--- src/rtl/sreg_pkg.sv ---
// Shared types and helpers for the serial-in/parallel-out frame register.
package sreg_pkg;

  // Frame receiver states: waiting for a frame, collecting bits, word complete.
  typedef enum logic [1:0] {
    IDLE  = 2'd0,
    SHIFT = 2'd1,
    FULL  = 2'd2
  } state_e;

  // Width of a counter that must hold every value from 0 up to dwidth inclusive.
  function automatic int cnt_width(input int dwidth);
    return $clog2(dwidth + 1);
  endfunction

endpackage : sreg_pkg

--- src/rtl/sreg_frame.sv ---
// Framed serial-in/parallel-out register with a double-buffered committed word.
// Bits are collected while en_n is low; the committed word only changes when a
// complete frame has been received, or when an increment request arrives.
module sreg_frame
  import sreg_pkg::*;
#(
  parameter int               DWIDTH      = 21,
  parameter bit               MSB_FIRST   = 1'b1,
  parameter logic [DWIDTH-1:0] RESET_VALUE = '0
) (
  input  logic              clk,
  input  logic              rst_n,
  input  logic              en_n,
  input  logic              sdin,
  input  logic              sstb,
  input  logic              inc,
  output logic [DWIDTH-1:0] out,
  output logic              valid,
  output logic              done,
  output logic              short,
  output logic              ovr
);

  localparam int             CW       = cnt_width(DWIDTH);
  localparam logic [CW-1:0]  LAST_CNT = CW'(DWIDTH - 1);
  localparam logic [CW-1:0]  FULL_CNT = CW'(DWIDTH);

  state_e              state_q, state_d;
  logic [CW-1:0]       cnt_q,   cnt_d;
  logic [DWIDTH-1:0]   buf_q,   buf_d;
  logic [DWIDTH-1:0]   out_q,   out_d;
  logic                valid_q, valid_d;
  logic                done_q,  done_d;
  logic                short_q, short_d;
  logic                ovr_q,   ovr_d;

  logic [DWIDTH-1:0]   shift_word;
  logic                commit;

  // Buffer contents after shifting in the current serial bit.
  always_comb begin
    if (MSB_FIRST) begin
      shift_word = {buf_q[DWIDTH-2:0], sdin};
    end else begin
      shift_word = {sdin, buf_q[DWIDTH-1:1]};
    end
  end

  // Next-state, buffer, counter and output-pulse logic.
  always_comb begin
    // NOTE: every variable gets a default before any branch so no path leaves
    // one unassigned; otherwise synthesis infers a latch to hold the old value.
    state_d = state_q;
    cnt_d   = cnt_q;
    buf_d   = buf_q;
    out_d   = out_q;
    valid_d = valid_q;
    done_d  = 1'b0;
    short_d = 1'b0;
    ovr_d   = 1'b0;
    commit  = 1'b0;

    unique case (state_q)
      IDLE: begin
        if (!en_n) begin
          state_d = SHIFT;
          cnt_d   = '0;
        end
      end

      SHIFT: begin
        // Frame end wins over a strobe arriving in the same cycle.
        if (en_n) begin
          state_d = IDLE;
          if (cnt_q != '0) begin
            short_d = 1'b1;
          end
        end else if (sstb) begin
          buf_d = shift_word;
          if (cnt_q == LAST_CNT) begin
            commit  = 1'b1;
            cnt_d   = FULL_CNT;
            state_d = FULL;
          end else begin
            cnt_d = cnt_q + 1'b1;
          end
        end
      end

      FULL: begin
        if (en_n) begin
          state_d = IDLE;
        end else if (sstb) begin
          ovr_d = 1'b1;
        end
      end

      default: begin
        state_d = IDLE;
        cnt_d   = '0;
      end
    endcase

    // A completed frame overrides a coincident increment request.
    if (commit) begin
      out_d   = shift_word;
      valid_d = 1'b1;
      done_d  = 1'b1;
    end else if (inc) begin
      out_d = out_q + 1'b1;
    end
  end

  // State, buffer and registered outputs; everything returns to reset values.
  always_ff @(posedge clk or negedge rst_n) begin
    if (!rst_n) begin
      state_q <= IDLE;
      cnt_q   <= '0;
      buf_q   <= '0;
      out_q   <= RESET_VALUE;
      valid_q <= 1'b0;
      done_q  <= 1'b0;
      short_q <= 1'b0;
      ovr_q   <= 1'b0;
    end else begin
      // NOTE: non-blocking updates let every register see the pre-edge values
      // of the others, which is what the next-state logic was written against.
      state_q <= state_d;
      cnt_q   <= cnt_d;
      buf_q   <= buf_d;
      out_q   <= out_d;
      valid_q <= valid_d;
      done_q  <= done_d;
      short_q <= short_d;
      ovr_q   <= ovr_d;
    end
  end

  assign out   = out_q;
  assign valid = valid_q;
  assign done  = done_q;
  assign short = short_q;
  assign ovr   = ovr_q;

endmodule : sreg_frame

--- config.mk ---
export PLATFORM = sky130hd
export DESIGN_NAME = sreg_frame
export DESIGN_NICKNAME = d
export VERILOG_FILES = /design/src/rtl/sreg_pkg.sv /design/src/rtl/sreg_frame.sv
export SDC_FILE = /design/constraint.sdc
export NUM_CORES = 1
export LEC_CHECK = 0
export BUFFER_PORTS_ARGS = -buffer_cell sky130_fd_sc_hd__buf_2
export CORE_ASPECT_RATIO = 0.6
export CORE_MARGIN = 8
export CORE_UTILIZATION = 25
export CTS_CLUSTER_SIZE = 24
export DETAILED_ROUTE_END_ITERATION = 7
export HOLD_SLACK_MARGIN = 0.02
export PLACE_DENSITY = 0.52
export SYNTH_ARGS = -nofsm -noshare
export SYNTH_HDL_FRONTEND = slang
export SYNTH_SLANG_ARGS = --single-unit
--- constraint.sdc ---
create_clock -name clk -period 4.6 [get_ports clk]
set_input_delay 0.46 -clock clk [delete_from_list [all_inputs] [get_ports clk]]
set_output_delay 0.46 -clock clk [all_outputs]
set_load 0.02 [all_outputs]
# After elaboration in Yosys (flattened, before gate mapping)
# Index checks and enable logic that the tools add are counted.
op_classes:
  add_sub_neg: 2
  n_eq_ne: 9
  mux: 24
  bitwise: 2
  reduce_logical: 6
op_table:
  columns: ["op", "n"]
  rows:
  - ["21-bit 2-to-1 mux", 2]
  - ["21-bit by 1-bit adder with 21-bit output, second input constant", 1]
  - ["5-bit 2-to-1 mux", 4]
  - ["5-bit one-hot mux with 3 select lines", 1]
  - ["1-bit 2-to-1 mux", 11]
  - ["2-bit 2-to-1 mux", 5]
  - ["2-bit != test, second input constant", 4]
  - ["4-bit AND reduction", 2]
  - ["3-bit != test, second input constant", 2]
  - ["2-bit one-hot mux with 3 select lines", 1]
  - ["5-bit by 1-bit adder with 5-bit output, second input constant", 1]
  - ["5-bit == test, second input constant", 1]
  - ["5-bit nonzero test", 1]
  - ["3-bit AND reduction", 1]
  - ["2-bit by 1-bit == test with 1-bit output, second input constant", 1]
  - ["2-bit == test, second input constant", 1]
  - ["2-bit logical NOT", 1]
  - ["1-bit NOT", 2]
  - ["2-bit nonzero test", 1]
word_totals:
  regBits: 52
  inputBits: 6
  output_inout_bits: 25
  wordCells: 51

# Depth between registers and ports, before layout
# Gate-level depths: netlist (run 1).
depth:
  ltp_word: 6
  depth_mapped: 7
  ltp_nobuf: 6

# Worst setup path after synthesis (run 1)
# OpenSTA, ideal clock, no wires.
synth_path:
  path_type: "input-to-reg"
  startpoint: "input port inc"
  endpoint: "register out_q[13], in the netlist out[13]"
  setup_ps: 82
  arrival_ps: 1699
  t_required_ps: 4518
  slack_ps: 2819
  cell_stages: 5
  n_path_buf: 1
  cell_sequence: "buf_2 -> nand3_2 -> or3_4 -> or4_1 -> a31oi_1"
synth_via:
  elab_chain_len: 1
synth_rtl:
  columns: ["element", "line_no", "text"]
  rows:
  - ["start, declared", "sreg_frame.sv:16", "input logic inc,"]
  - ["2-bit nonzero test (no source line)", null, null]
  - ["end signal, assigned", "sreg_frame.sv:131", "out_q <= out_d;"]
  - ["end, declared", "sreg_frame.sv:31", "logic [DWIDTH-1:0] out_q, out_d;"]
# No other way between the ends.
# A chain may end at the register's enable or synchronous reset.

# Worst setup path after layout (run 1)
layout_path:
  startpoint: "register state_q[1]"
  endpoint: "register out_q[16], in the netlist out[16]"
layout_via:
  elab_chain_len: 3
  word_cells_on_any_way: 4
  cone_classes: "eq/ne: 1; mux: 2; reduce/logical: 1"
layout_rtl:
  columns: ["element", "line_no", "text"]
  rows:
  - ["start, declared", "sreg_frame.sv:28", "state_e state_q, state_d;"]
  - ["start signal, assigned", "sreg_frame.sv:128", "state_q <= state_d;"]
  - ["2-bit by 1-bit == test with 1-bit output (*)", "sreg_frame.sv:63", "unique case (state_q)"]
  - ["1-bit 2-to-1 mux (*)", "sreg_frame.sv:63", null]
  - ["21-bit 2-to-1 mux or 2-bit nonzero test (tied branches)", null, null]
# Every way passes the cells marked *; elsewhere a longest branch is shown, timed or not.

==> results of run 1 <==
state kept, by name, summed over array words and instances (netlist names):
signal and count:
out 21, buf_q 20, cnt_q 5, state_q 2
done 1, ovr 1, short 1, valid 1
power groups by stage:
stage          sequential, mW  clock [mW]  combinational [mW]
6_report                0.594       0.423               0.225
5_1_grt                 0.603       0.454               0.251
4_1_cts                 0.595       0.432               0.230
3_5_place_dp            0.603           0               0.228
3_3_place_gp            0.598           0               0.229
2_1_floorplan           0.614           0               0.123
layer usage:
| layer | track usage | vias up | part of all wire |
|---|---|---|---|
| met4 | 0.0310 | 0 | 0.012 |
| met2 | 0.138 | 35 | 0.41 |
| met5 | 0 | - | 0 |
| met1 | 0.135 | 1001 | 0.54 |
| li1 | - | 1023 | - |
| met3 | 0.0303 | 8 | 0.040 |
placed cells by master, fill, tap and decap left out, types with 6 or more instances in the layout:
master and instances:
buf_2 30, nor3_1 6, nor2_1 28, nand2_1 73
dfrtp_1 52, inv_1 8, xnor2_1 9, a21oi_1 17
nand3_1 8, a31oi_1 8, o21ai_0 8
per-stage QoR:
step | instance area, sq um | power (mW) | util
4_1_cts | 2970 | 1.26 | 0.302
5_1_grt | 2970 | 1.31 | 0.302
2_1_floorplan | 2520 | 0.737 | -
6_report | 2970 | 1.24 | 0.302
3_5_place_dp | 2810 | 0.831 | 0.285
3_3_place_gp | 2810 | 0.827 | 0.285
cells by family (layout without fill, tap and decap cells):
logic type	after synthesis	after routing	synth area share
flops	52	52	0.517
mux	1	1	0.00398
fa+ha+maj	3	3	0.0149
xor+xnor	13	13	0.0452
compound gates	41	41	0.0939
simple gates	153	153	0.296
buf+inv	19	48	0.0293
cell type report:
class                      instances  area (sq um)
fill                            1040          6870
sequential                        52          1300
multi-input combinational        211          1140
tap                              135           169
timing repair buffer              32           165
clock buffer                       6           129
clock inverter                     2          35.0
inverter                           8          30.0
Yosys cell counts, drive strengths merged:
cell type  count  share of area
inv            8          0.012
xnor2          9          0.031
nand4bb        1         0.0045
a31oi          8          0.020
and4b          1         0.0040
nand4b         3          0.010
and4           3          0.011
or3            4          0.012
or4            2         0.0060
and3           4         0.0099
nand4          4         0.0099
mux2i          1         0.0040
nor4b          1         0.0035
or2            2         0.0050
nor2          28          0.042
nand2b         2         0.0050
ha             3          0.015
nand3b         1         0.0030
nand3         10          0.027
nand2         73           0.11
and2           1         0.0025
a21oi         17          0.034
o21ai          8          0.016
nor2b          2         0.0050
clkbuf        10          0.015
a21o           1         0.0030
buf            1         0.0020
o31ai          4          0.012
nor4           4         0.0099
xor2           4          0.014
o22ai          1         0.0025
and4bb         1         0.0050
dfrtp         52           0.52
a22oi          1         0.0030
a32o           1         0.0040
nor3           6          0.012
worst max-delay path by stage:
stage          startpoint       end  slack, ns  depth (start not counted)
3_3_place_gp         en_n  cnt_q[4]       2.30                          5
4_1_cts        state_q[1]   out[16]       2.33                          5
5_1_grt        state_q[1]   out[15]       2.13                          5
6_report       state_q[1]   out[16]       2.33                          5
3_5_place_dp         en_n   out[16]       2.20                          6
2_1_floorplan         inc   out[13]       2.82                          5
worst max-delay path: cells and delay by family, from the launching register on:
kind / cells / cell delay (ns)
AND/OR/NAND/NOR: 3 / 1.24
flip-flops: 1 / 0.46
AO/OA/AOI/OAI: 1 / 0.06
buffers and inverters: 1 / 0.37
==> flow_summary.yaml, run 1 <==
synth:
  syn-num-nets: 291
  synthCells: 282
  yosysWarnings: 0
  synth_area_per_cell_sq_um: 8.93
  ys_ff_latch: 52
  ys_seq_area_frac: 0.517
  syn_area_sq_mm: 0.00252
  synth_cell_types: 41
finish:
  area_growth_pct: 18.0
  nNetsFinal: 319
  n_antenna_cell: 0
  drive_above_1_share: 0.148
  instances_no_fill: 446
sta:
  fin_hold_ws_ns: 0.134
  rsz0062_at_grt: "no"
  min_period_ns: 2.27
  final-max-slew-violation-count: 0
  fmax_mhz: 440
  setup-tns-final_ns: 0
  worst_slack_ns: 2.33
  skew_ns: 0.00733
  relSlewSlack: 0.307
  finalCritPeriodShare: 0.494
  setup_viol: 0
  hold_viol_final: 0
  worst_pin_slew_ns: 1.03
grt:
  grt_max_degree: 33
  grt_pass1_vias: 1986
  grt.overflow.total: 0
  antenna_found_initial: 0
  grt_util_all_layers: 0.0964
  grt_pass1_wl_um: 10500
route:
  avgRoutedWirePerCell_um: 14.0
  firstDrtPassIters: 4
  drtAntennaViolNets: 0
  routed_wl_um: 6240
  via_per_inst: 4.63
  drc: 0
  drt-initial-drc-count: 137
  dr_total_vias: 2067
cts:
  cts_buffers: 5
  cts.sinks: 52
  worstSkewPairLatency_ns: 0.29
  cts_tree: "built"
  cts_hold_buf: 0
  h-tree-depth: 2
  ctsResizeCount: 0
  cts_setup_buffers: 0
  root_buffer: "clkbuf_16"
  clk_pin_slew_ns: 0.07
  ctsLongestPathBuffers: 2
placement:
  io_buffers: 30
  dp_hpwl_um: 4460
  place_worst_setup_slack_ns: 2.20
  dp.cells: 438
  gp_congestion: 0.795
pwr:
  seqPwrFrac: 0.478
  sw_frac_of_total: 0.311
  pwr-share-clk: 0.340
  ir_drop_uv: 202
  power_frac_comb: 0.181
  p_leak_nw: 1.45
  internal_power_uw: 856
  p_switching_uw: 386
  cellPowerDensity_mw_per_mm2: 418
floorplan:
  core_sq_mm: 0.00984
  initial_utilization: 0.256
  die_w_um: 146
  fp.dieH_um: 93.7
  die_area_sq_mm: 0.0136
  ioPinCount: 31
  rows: 28
critical_path:
  reg2reg_slack_ns: 2.33
  reg2reg_from: "state_q[1]"
  crit_arrival_ns: 2.43
  slowest_delay_ns: 0.66
  critPathSlowestCell: "and4bb_2"
  crit_chain: "and4bb_2 > nand2_1 > buf_4 > nor2_1 > a31oi_1"
  cp_max_fo: 28
  cp-start-kind: "flop"
  cp_data_required_time_ns: 4.76
  critPathKind: "reg2reg"
  reg2reg_depth: 5
  end_kind: "flop"
  r2r-end: "out[16]"
worst_hold_path:
  hold_path_class: "in2async"
job:
  maxCapViolCount: 0
status:
  status: "finished clean"
(Power assumes the default switching activity.)
==> run 2, diff against run 1 <==
PLACE_DENSITY = 0.53   (was 0.52)
clock period = 1.9 ns   (was 4.6 ns; I/O delays follow)
==> flow_summary.yaml, run 2 (synthesis gave the netlist of run 1 again) <==
cts:
  clk_pin_slew_ns: 0.07
  ctsResizeCount: 0
  cts_buffers: 5
  cts_setup_buffers: 0
  cts_tree: "built"
  ctsLongestPathBuffers: 2
  worstSkewPairLatency_ns: 0.30
  root_buffer: "clkbuf_16"
  h-tree-depth: 2
  cts.sinks: 52
grt:
  met2_usage: 0.139
  grt_pass1_wl_um: 11000
  grt_util_all_layers: 0.102
  grt_max_degree: 45
  grt.overflow.total: 0
  grt_busiest_layer: "met1"
  antenna_found_initial: 0
  grt_pass1_vias: 2013
  gr-usage-met1: 0.147
  use_met3: 0.0317
worst_hold_path:
  hold_path_class: "in2reg"
  worstHoldPathCells: 3
  worstHoldEndpoint: "buf_q[0]"
  hold_start: "sdin"
floorplan:
  die_w_um: 146
  initial_utilization: 0.256
  fp.dieH_um: 93.7
  core_sq_mm: 0.00984
  rows: 28
  die_area_sq_mm: 0.0136
  ioPinCount: 31
sta:
  finalCritPeriodShare: 0.910
  relSlewSlack: 0.632
  setup_viol: 0
  setup-tns-final_ns: 0
  min_period_ns: 1.73
  fmax_mhz: 578
  hold_viol_final: 0
  skew_ns: 0.00753
  worst_pin_slew_ns: 0.551
  rsz0062_at_grt: "no"
  final-max-slew-violation-count: 0
finish:
  drive_above_1_share: 0.164
  nNetsFinal: 326
  final_cell_mix: "nand2_1, dfrtp_1, buf_2, nor2_1, a21oi_1"
  n_antenna_cell: 0
  largest_reg_flops: 21
  area_growth_pct: 20.2
  final_common_cell: "nand2_1"
pwr:
  total_power_mw: 2.97
  ir_drop_uv: 382
  p_leak_nw: 1.48
  cellPowerDensity_mw_per_mm2: 982
route:
  firstDrtPassIters: 4
  drt-initial-drc-count: 150
  via_per_inst: 4.57
  drc: 0
  avgRoutedWirePerCell_um: 14.4
  dr_total_vias: 2068
  drtAntennaViolNets: 0
  routed_wl_um: 6530
placement:
  io_buffers: 30
  dp_hpwl_um: 4700
  gp_congestion: 0.816
critical_path:
  reg2reg_depth: 4
  r2r-end: "out[19]"
  cp-start-kind: "flop"
  cp_max_fo: 9
  crit_arrival_ns: 1.95
  critPathKind: "reg2reg"
  cp_data_required_time_ns: 2.12
  end_kind: "flop"
  reg2reg_from: "out[3]"
  reg2reg_slack_ns: 0.17
job:
  maxCapViolCount: 0
status:
  status: "finished clean"
run 2: changes by cell type in the layout (fill, tap and decap cells not counted):
cell	change
buf_12	+1
buf_4	+5
bufinv_16	-1
clkbuf_8	+1
clkinv_2	-1
clkinvlp_4	+1
dlygate4sd3_1	+1
run 2: worst max path at each step:
stage | from | endpoint | slack, ns | cells after the start
floorplan | out[2] | out[13] | 0.15 | 5
global placement | out[3] | out[19] | 0.21 | 4
detailed placement | out[0] | out[20] | 0.17 | 5
CTS | out[0] | out[20] | 0.16 | 5
global route | out[0] | out[20] | 0.008 | 5
finish | out[3] | out[19] | 0.17 | 4
run 2: what timing repair did:
action / 4_1_cts / 5_1_grt
hold buffers: 1 / 0
hold endpoints to repair: 21 / 0
endpoints found under the setup margin: 0 / 0
run 2: cell type report:
class | instances | area, sq um
inverters | 8 | 30.0
fillers | 1058 | 6820
clock inverters | 1 | 7.51
clock buffers | 7 | 143
flip-flops and latches | 52 | 1300
well taps | 135 | 169
repair buffers | 39 | 233
multi-input cells | 211 | 1140
run 2: worst max-delay path, stage by stage, from the launching register on:
cell and delay, ns:
dfrtp_1 0.48, nand3_4 0.16, or3_4 0.45, or4_1 0.40, a31oi_1 0.17
run 2: report_power, final:
group	internal (mW)	total (mW)	switching (mW)
clock	0.526	0.948	0.422
combinational	0.242	0.598	0.357
sequential	1.24	1.42	0.184
run 2: per-layer routing:
layer	up-vias	part of all wire
met1	981	0.52
met3	7	0.061
met5	-	0
met2	42	0.40
met4	0	0.013
li1	1038	-
run 2: stage by stage:
step	cells	hold slack, ns	util	cell area, sq um	worst slack [ns]
final	453	0.0979	0.307	3030	0.171
after global routing	453	0.131	0.307	3030	0.00794
after CTS	453	0.0963	0.307	3030	0.157
after detailed placement	444	0.210	0.291	2870	0.175
after global placement	444	0.203	0.291	2870	0.209
after floorplan	282	-0.106	-	2520	0.146
